--- config.mk ---
export PLATFORM = sky130hd
export DESIGN_NAME = data_mem_arbiter
export DESIGN_NICKNAME = d
export VERILOG_FILES = /design/src/rtl/data_mem_arbiter_pkg.sv /design/src/rtl/data_mem_arbiter_rr_arbiter2.sv /design/src/rtl/data_mem_arbiter.sv
export SDC_FILE = /design/constraint.sdc
export NUM_CORES = 1
export LEC_CHECK = 0
export CAP_MARGIN = 20
export CORE_ASPECT_RATIO = 1.75
export CORE_MARGIN = 1
export CORE_UTILIZATION = 30
export DETAILED_ROUTE_END_ITERATION = 7
export PLACE_DENSITY = 0.69
export SKIP_CTS_REPAIR_TIMING = 1
export SYNTH_ARGS = -nofsm -noshare
export SYNTH_HDL_FRONTEND = slang
export SYNTH_SLANG_ARGS = --single-unit
export TNS_END_PERCENT = 10
--- constraint.sdc ---
create_clock -name clk -period 4.25 [get_ports clk]
set_input_delay 0.425 -clock clk [delete_from_list [all_inputs] [get_ports clk]]
set_output_delay 0.425 -clock clk [all_outputs]
set_load 0.03 [all_outputs]
--- src/rtl/data_mem_arbiter_pkg.sv ---
// Shared types for the data memory arbiter: FSM states, owner encoding, default latency.
// Latency: n/a (types and constants only).
// Backpressure: n/a.
package data_mem_arbiter_pkg;

  // Arbiter FSM states.
  typedef enum logic [1:0] {
    IDLE   = 2'd0,
    ACCESS = 2'd1,
    RESP   = 2'd2
  } state_t;

  // Which requester owns the current memory access.
  typedef enum logic {
    OWN_CPU = 1'b0,
    OWN_DBG = 1'b1
  } owner_t;

  // Default memory read latency and the counter width that covers its legal range (1..15).
  localparam int DEF_MEM_LAT = 2;
  localparam int CNT_W       = 4;

endpackage

--- src/rtl/data_mem_arbiter_rr_arbiter2.sv ---
// Two-way round-robin pick between the cpu and debug requesters.
// Latency: combinational.
// Backpressure: none; the caller decides when the pick is consumed.
module rr_arbiter2
  import data_mem_arbiter_pkg::*;
(
  input  logic   i_cpu_req,
  input  logic   i_dbg_req,
  input  owner_t i_last_grant,
  output owner_t o_grant
);

  // On contention hand the memory to the side that lost the previous contested pick;
  // otherwise the only requester wins. With no request the output is don't-care (cpu).
  always_comb begin
    o_grant = OWN_CPU;
    if (i_cpu_req && i_dbg_req) begin
      o_grant = (i_last_grant == OWN_CPU) ? OWN_DBG : OWN_CPU;
    end else if (i_dbg_req) begin
      o_grant = OWN_DBG;
    end
  end

endmodule

--- src/rtl/data_mem_arbiter.sv ---
// Shares one data memory between the pipeline MEM stage and the debug loader.
// Latency: request seen in IDLE at cycle t is acked at t+MEM_LAT+1; mem_en spans MEM_LAT cycles.
// Backpressure: one access in flight; the loser holds req, and stall_pipe freezes the cpu until its ack.
module data_mem_arbiter
  import data_mem_arbiter_pkg::*;
#(
  parameter int ADDR_W  = 32,
  parameter int DATA_W  = 32,
  parameter int MEM_LAT = DEF_MEM_LAT
) (
  input  logic              clk,
  input  logic              reset,
  input  logic              cpu_req,
  input  logic              cpu_we,
  input  logic [ADDR_W-1:0] cpu_addr,
  input  logic [DATA_W-1:0] cpu_wdata,
  output logic              cpu_ack,
  output logic [DATA_W-1:0] cpu_rdata,
  input  logic              dbg_req,
  input  logic              dbg_we,
  input  logic [ADDR_W-1:0] dbg_addr,
  input  logic [DATA_W-1:0] dbg_wdata,
  output logic              dbg_ack,
  output logic [DATA_W-1:0] dbg_rdata,
  output logic              mem_en,
  output logic              mem_we,
  output logic [ADDR_W-1:0] mem_addr,
  output logic [DATA_W-1:0] mem_wdata,
  input  logic [DATA_W-1:0] mem_rdata,
  output logic              stall_pipe,
  output logic              wb_valid
);

  // ACCESS lasts MEM_LAT cycles: the counter starts at MEM_LAT-1 and read data is taken at zero.
  localparam logic [CNT_W-1:0] CNT_LOAD = CNT_W'(MEM_LAT - 1);
  localparam logic [CNT_W-1:0] CNT_ONE  = CNT_W'(1);

  state_t              r_state;
  state_t              w_next_state;
  logic [CNT_W-1:0]    r_cnt;
  owner_t              r_last_grant;
  owner_t              r_owner;
  owner_t              w_grant;
  logic                r_we;
  logic [ADDR_W-1:0]   r_addr;
  logic [DATA_W-1:0]   r_wdata;
  logic [DATA_W-1:0]   r_rdata;
  logic                w_any_req;
  logic                w_both_req;
  logic                w_cnt_done;
  logic                w_win_we;
  logic [ADDR_W-1:0]   w_win_addr;
  logic [DATA_W-1:0]   w_win_wdata;

  assign w_any_req  = cpu_req | dbg_req;
  assign w_both_req = cpu_req & dbg_req;
  assign w_cnt_done = (r_cnt == '0);

  rr_arbiter2 u_rr (
    .i_cpu_req    (cpu_req),
    .i_dbg_req    (dbg_req),
    .i_last_grant (r_last_grant),
    .o_grant      (w_grant)
  );

  // Steer the winning requester's fields toward the request latches.
  always_comb begin
    w_win_we    = cpu_we;
    w_win_addr  = cpu_addr;
    w_win_wdata = cpu_wdata;
    if (w_grant == OWN_DBG) begin
      w_win_we    = dbg_we;
      w_win_addr  = dbg_addr;
      w_win_wdata = dbg_wdata;
    end
  end

  // FSM state register.
  always_ff @(posedge clk) begin
    if (reset) begin
      r_state <= IDLE;
    end else begin
      r_state <= w_next_state;
    end
  end

  // Request latches, latency counter, round-robin pointer and read-data capture.
  // The pointer only moves on a contested pick, so an uncontested access never
  // costs the other side its turn at the next collision.
  always_ff @(posedge clk) begin
    if (reset) begin
      r_cnt        <= '0;
      r_last_grant <= OWN_DBG;
      r_owner      <= OWN_CPU;
      r_we         <= 1'b0;
      r_addr       <= '0;
      r_wdata      <= '0;
      r_rdata      <= '0;
    end else begin
      case (r_state)
        IDLE: begin
          if (w_any_req) begin
            r_owner <= w_grant;
            r_we    <= w_win_we;
            r_addr  <= w_win_addr;
            r_wdata <= w_win_wdata;
            r_cnt   <= CNT_LOAD;
            if (w_both_req) begin
              r_last_grant <= w_grant;
            end
          end
        end
        ACCESS: begin
          if (w_cnt_done) begin
            r_rdata <= mem_rdata;
          end else begin
            r_cnt <= r_cnt - CNT_ONE;
          end
        end
        default: begin
        end
      endcase
    end
  end

  // Next-state logic and state-decoded memory strobes and acks.
  always_comb begin
    w_next_state = r_state;
    mem_en       = 1'b0;
    mem_we       = 1'b0;
    cpu_ack      = 1'b0;
    dbg_ack      = 1'b0;
    wb_valid     = 1'b0;
    case (r_state)
      IDLE: begin
        if (w_any_req) begin
          w_next_state = ACCESS;
        end
      end
      ACCESS: begin
        mem_en = 1'b1;
        mem_we = r_we;
        if (w_cnt_done) begin
          w_next_state = RESP;
        end
      end
      RESP: begin
        cpu_ack      = (r_owner == OWN_CPU);
        dbg_ack      = (r_owner == OWN_DBG);
        wb_valid     = (r_owner == OWN_CPU) & ~r_we;
        w_next_state = IDLE;
      end
      default: begin
        w_next_state = IDLE;
      end
    endcase
  end

  // Address and write data come only from the latches, so requester inputs
  // moving during ACCESS cannot disturb the memory.
  assign mem_addr   = r_addr;
  assign mem_wdata  = r_wdata;
  assign cpu_rdata  = r_rdata;
  assign dbg_rdata  = r_rdata;
  assign stall_pipe = cpu_req & ~cpu_ack;

endmodule

==> results.md, run 1 <==
- Status: completed
- Tot GR Track Use: 17.6%
- Endpoints failing hold: 0
- Maximum vdd drop: roughly 0.00025 V
- Final TNS setup: 0 ns
- Max cap viols: 0
- RSZ-0062 raised after global routing: no
- Synth area leaders: dfxtp_1, mux2i_1, o2bb2ai_1, buf_4, a21oi_1
- Clock Power Share: between 20% and 30%
- HPWL Detailed: 10900 um
- Gr ovfl total: 0
- Initial antenna violation count: 0
- Total number of yosys warnings: 0
- Vias: 4274
- Multi-input gate area: slightly below 0.002 mm2
- Wirelength per Cell: between 15 and 20 um
- IO buf count: 299
- Cts bufs inserted: 9
- CTS Root Cell: clkbuf_16
- Crit end category: output port
- Hold Startpoint: mem_addr[25]
- Worst slew margin: 35.0%
- CTS tree: done
- Vias per Instance: 4.87
- Storage cell area: 0.00210 mm2
- Final Max Tran Viols: 0
- Post-Route WL: roughly 14000 um
- Final ANT Viol Nets: 0
- N_diodes: 0
- Leakage: approximately 2.7 nW
- Finished Layout Cells: 878
- Top cell type's share of synthesized area: 46.1%
- # rows: 59
- Avg Inst Size Synth: 10.3 um2
- Syn_nets: 611
- Worst Hold Class: reg2reg
- Power density over the cells: roughly 380 mW/mm2
- Final period util: 70.7%
- Area of the core: 0.0148 mm2
- Pin count of the biggest net entering global routing: 54
- Cell Area, Synth: about 0.0046 mm2
- Cell internal pwr: 1.98 mW
- Clock sink count: roughly 110
- First-pass GRT wire length: approximately 21000 um
- Switching Power: ~930 uW
- Syn Inst Count: 444
- DIE AREA: 0.0157 mm2
- Worst R2R Start: r_state[0]
- # fillers: 1344
- R2R cell count: 4
- Final setup viols: 0
- DIE WIDTH: between 90 and 100 um
- Clock Tree Buf Depth: 2
- Largest area contributor in the netlist: dfxtp_1
- DP Cell Count: 862
- Setup CP Type: reg2out
- Launch point of the critical path: r_state[1]
- Flop pwr share: 39.5%
- CP arrival: 2.58 ns
- Fmax: 0.333 GHz
- H-tree depth: 3
- Share of layout cells above drive strength 1: 3.74%
- Crit start category: flip-flop
- Flop and latch count out of synthesis: 105
- Clk_lat worst skew: 0.34 ns
- Number of I/O pins: 300
- Count of unique library cells instantiated by Yosys: 36
- Die height: 165 um
- Crit Path Max Fanout: 40
- Starting Density: 30.7%
- Initial DRT Pass Iterations: 4
- Design Area, Final: 0.00768 mm2
- DRC violations left: 0
- Post-synthesis sequential area ratio: 46.1%
- Placed cell area: 0.00739 mm2
- Critical Path RT: around 3.8 ns
- Initial DRC count: roughly 110
- Vias in the first global route: 4245
- Layout area overhead: 68.5%
- Reg clk slew, reported paths: about 0.07 ns
- Switch share: a little under a third
- Placer Congestion: 0.798
- Fin nets: approximately 860
- Max Clock Skew: ~0.010 ns
- Measured slew at the worst slew-check pin: 0.975 ns
- Combinational Power Share: 32.7%
- Hold Path Cell Cnt: 1
- Clock period minus worst slack: 3.00 ns
==> synthesized netlist by cell type (all sizes together) <==
| cell type | instances |
|---|---|
| or4 | 1 |
| dfxtp | 105 |
| nor3 | 1 |
| o221ai | 2 |
| nor2b | 2 |
| nor3b | 2 |
| clkinv | 1 |
| and3b | 1 |
| nand2 | 1 |
| clkbuf | 12 |
| o21ai | 35 |
| inv | 4 |
| buf | 59 |
| nor2 | 3 |
| and4 | 1 |
| nand3 | 33 |
| ha | 1 |
| or3b | 1 |
| nand2b | 1 |
| or2 | 2 |
| a21boi | 2 |
| a22oi | 1 |
| a21oi | 37 |
| and2 | 1 |
| o2bb2ai | 65 |
| or3 | 2 |
| a31oi | 1 |
| nand4b | 1 |
| o31ai | 1 |
| mux2i | 65 |
==> power groups by stage <==
stage	clock [mW]	sequential [mW]	combinational [mW]
6_report	0.812	1.15	0.951
5_1_grt	0.877	1.16	1.01
3_5_place_dp	0	1.17	0.956
4_1_cts	0.838	1.15	0.959
3_3_place_gp	0	1.17	0.941
2_1_floorplan	0	1.34	0.362
==> path summary, 6_finish.rpt <==
check	end	slack, ns
worst max-delay path	mem_en	1.25
worst min-delay path	mem_addr[25]	0.46
worst max register to register	mem_wdata[15]	1.99
worst min register to register	mem_addr[25]	0.46
==> layer usage <==
layer,global-route usage [%],routed length (um),vias up
met1,20.0,5550,2009
met5,0,0,-
met3,3.48,856,10
met4,5.51,206,0
met2,32.1,7820,163
li1,-,-,2092
==> cell usage in the layout (no fill, tap or decap), types with 2 or more instances in the layout <==
master	count
mux2i_1	65
buf_4	6
nor2b_1	2
o2bb2ai_1	65
a21oi_1	36
clkinvlp_4	2
clkbuf_1	3
nand3_1	32
clkbuf_16	9
or3_1	2
nor2_1	3
clkdlybuf4s50_1	299
inv_1	4
o21ai_0	35
o221ai_1	2
dfxtp_1	105
==> cell families after synthesis <==
family / count (synthesis) / share of synthesized area [%]
compound gates: 144 / 21.7
flops: 105 / 46.1
buf+inv: 76 / 10.9
mux: 65 / 14.3
simple gates: 53 / 6.69
fa+ha+maj: 1 / 0.274
==> worst max-delay path: stages (launching register included) <==
cell and delay, ns:
dfxtp_1 0.38, nand2b_4 0.38, clkinv_1 0.49, buf_4 0.38, clkdlybuf4s50_1 0.61
==> final cells by class <==
| cell class | instances | area share [%] |
|---|---|---|
| Clock buffer | 12 | 3.08 |
| Tap cell | 183 | 2.98 |
| Clock inverter | 4 | 0.700 |
| Timing Repair Buffer | 306 | 39.8 |
| Multi-Input combinational cell | 263 | 25.8 |
| Inverter | 5 | 0.244 |
| Sequential cell | 105 | 27.4 |
==> stage by stage <==
| step | setup WS (ns) | power (mW) | utilization [%] | hold WS [ns] |
|---|---|---|---|---|
| finish | 1.25 | 2.91 | 51.8 | 0.463 |
| global route | 1.06 | 3.05 | 51.8 | 0.482 |
| CTS | 1.25 | 2.95 | 51.8 | 0.466 |
| detailed placement | 1.49 | 2.13 | 49.8 | 0.446 |
| global placement | 1.65 | 2.11 | 49.8 | 0.444 |
| floorplan | 2.08 | 1.71 | - | 0.446 |
==> state kept, by name (all words and copies together) (netlist names) <==
register	cells
r_we	1
r_state	2
r_cnt	4
cpu_rdata	32
mem_wdata	32
r_owner	1
mem_addr	32
r_last_grant	1
Power figures use the tool's default switching activity.
==> inputs of run 2 (changes only) <==
==> constraint.sdc (replaced) <==
create_clock -name clk -period 2.9 [get_ports clk]
set_input_delay 0.29 -clock clk [delete_from_list [all_inputs] [get_ports clk]]
set_output_delay 0.29 -clock clk [all_outputs]
set_load 0.03 [all_outputs]
==> run 2 against run 1 <==
Effect of this change:
- die area is the same
- combinational power is 47% higher
- sequential share of layout area is 0.13 points lower
- critical path depth did not move
- sequential cell count stayed put
- wire length up 0.95%
- utilization grew 0.25 points
- setup slack worse by 0.88 ns
- register-to-register slack got worse by 1.1 ns
- critical path type unchanged
- largest power group unchanged
==> results.md, run 2 (synthesized netlist as in run 1, its figures left out) <==
- Crit end category: output port
- Tot GR Track Use: 17.5%
- Vias in the first global route: ~4200
- Maximum vdd drop: between 0.0002 and 0.0003 V
- Final setup viols: 0
- Status: completed
- Fmax: approximately 0.4 GHz
- Post-Route WL: around 15000 um
- # rows: 59
- Reg clk slew, reported paths: 0.07 ns
- Layout area overhead: 69.3%
- Largest delay share family, worst path: buffers and inverters
- Worst Hold Class: reg2reg
- Crit-path max cell delay: 0.58 ns
- Final Max Tran Viols: 0
- Worst slew margin: ~36%
- Final Power: approximately 4.3 mW
- Crit Path Max Fanout: 40
- Number of I/O pins: 300
- Leakage: 2.73 nW
- DIE AREA: 0.0157 mm2
- Final period util: 87.4%
- Max cap viols: 0
- Final ANT Viol Nets: 0
- Clock Tree Buf Depth: 2
- DRC violations left: 0
- Clock period minus worst slack: 2.54 ns
- N_diodes: 0
- Starting Density: 30.7%
- Buf+Inv Stages, Crit Path: 2
- Vias: around 4300
- CP arrival: between 2 and 2.5 ns
- Final Util: 52.0%
- Placer Congestion: between 0.7 and 0.8
- Wirelength per Cell: 16.5 um
- DIE WIDTH: roughly 95 um
- Crit start category: flip-flop
- IO buf count: 299
- Cell Chain, Critical Path: nand2b_4, clkinv_1, and2_1, clkdlybuf4s50_1
- Fin nets: approximately 860
- Worst setup margin: roughly 0.36 ns
- Setup CP Type: reg2out
- Pin count of the biggest net entering global routing: 48
- Vias per Instance: 4.89
- Commonest non-fill, non-tap cells in the layout: clkdlybuf4s50_1, dfxtp_1, mux2i_1, o2bb2ai_1, a21oi_1
- Power density over the cells: 555 mW/mm2
- Final TNS setup: 0 ns
- First-pass GRT wire length: 21300 um
- Initial DRT Pass Iterations: 4
- Endpoints failing hold: 0
- Share of layout cells above drive strength 1: 4.43%
- Initial antenna violation count: 0
- Clk_lat worst skew: 0.34 ns
- Initial DRC count: 99
- Slowest cell on crit path: clkdlybuf4s50_1
- Max Clock Skew: 0.0105 ns
- Measured slew at the worst slew-check pin: 0.954 ns
- Placement Setup Slack: 0.732 ns
- RSZ-0062 raised after global routing: no
- CTS tree: done
- Cts bufs inserted: 9
- Leading cell type in the layout, fill and taps excluded: clkdlybuf4s50_1
- Clock sink count: ~110
- Area of the core: 0.0148 mm2
- HPWL Detailed: 11100 um
- H-tree depth: 3
- Gr ovfl total: 0
- Critical Path RT: 2.61 ns
- Die height: 165 um
- CTS Root Cell: clkbuf_16
-- run 2: changes by cell type in the layout (fill, tap and decap cells not counted) --
cell	previous run	this run
buf_4	6	11
-- run 2: path summary, 6_finish.rpt --
path | from | end | slack, ns | cells after the start
worst max-delay path | r_state[1] | mem_we | 0.36 | 4
worst min-delay path | mem_addr[22] | mem_addr[22] | 0.46 | 1
worst max register to register | r_cnt[0] | r_cnt[0] | 0.91 | 5
worst min register to register | mem_addr[22] | mem_addr[22] | 0.46 | 1
-- run 2: through the flow --
step | instances | hold WS [ns] | cell area (um2)
3_3_place_gp | 867 | 0.444 | 7430
5_1_grt | 883 | 0.476 | 7720
6_report | 883 | 0.463 | 7720
3_5_place_dp | 867 | 0.445 | 7430
4_1_cts | 883 | 0.467 | 7720
2_1_floorplan | 444 | 0.410 | 4560
-- run 2: power breakdown --
part | internal (mW) | switching, mW
Sequential | 1.59 | 0.0923
Clock | 0.673 | 0.525
Combinational | 0.647 | 0.755
-- run 2: cell type report --
type                       count  area (um2)
fill                        1332        7120
clock inverter                 4        53.8
clock buffer                  12         236
timing repair buffer         311        3100
multi-input combinational    263        1990
inverter                       5        18.8
tap                          183         229
sequential                   105        2100
-- run 2: metal layers --
metal | GRT usage (%) | up-vias | routed length (um)
met4 | 5.72 | 0 | 211
li1 | - | 2103 | -
met5 | 0 | - | 0
met3 | 3.98 | 14 | 911
met2 | 32.5 | 164 | 8090
met1 | 19.2 | 2033 | 5360
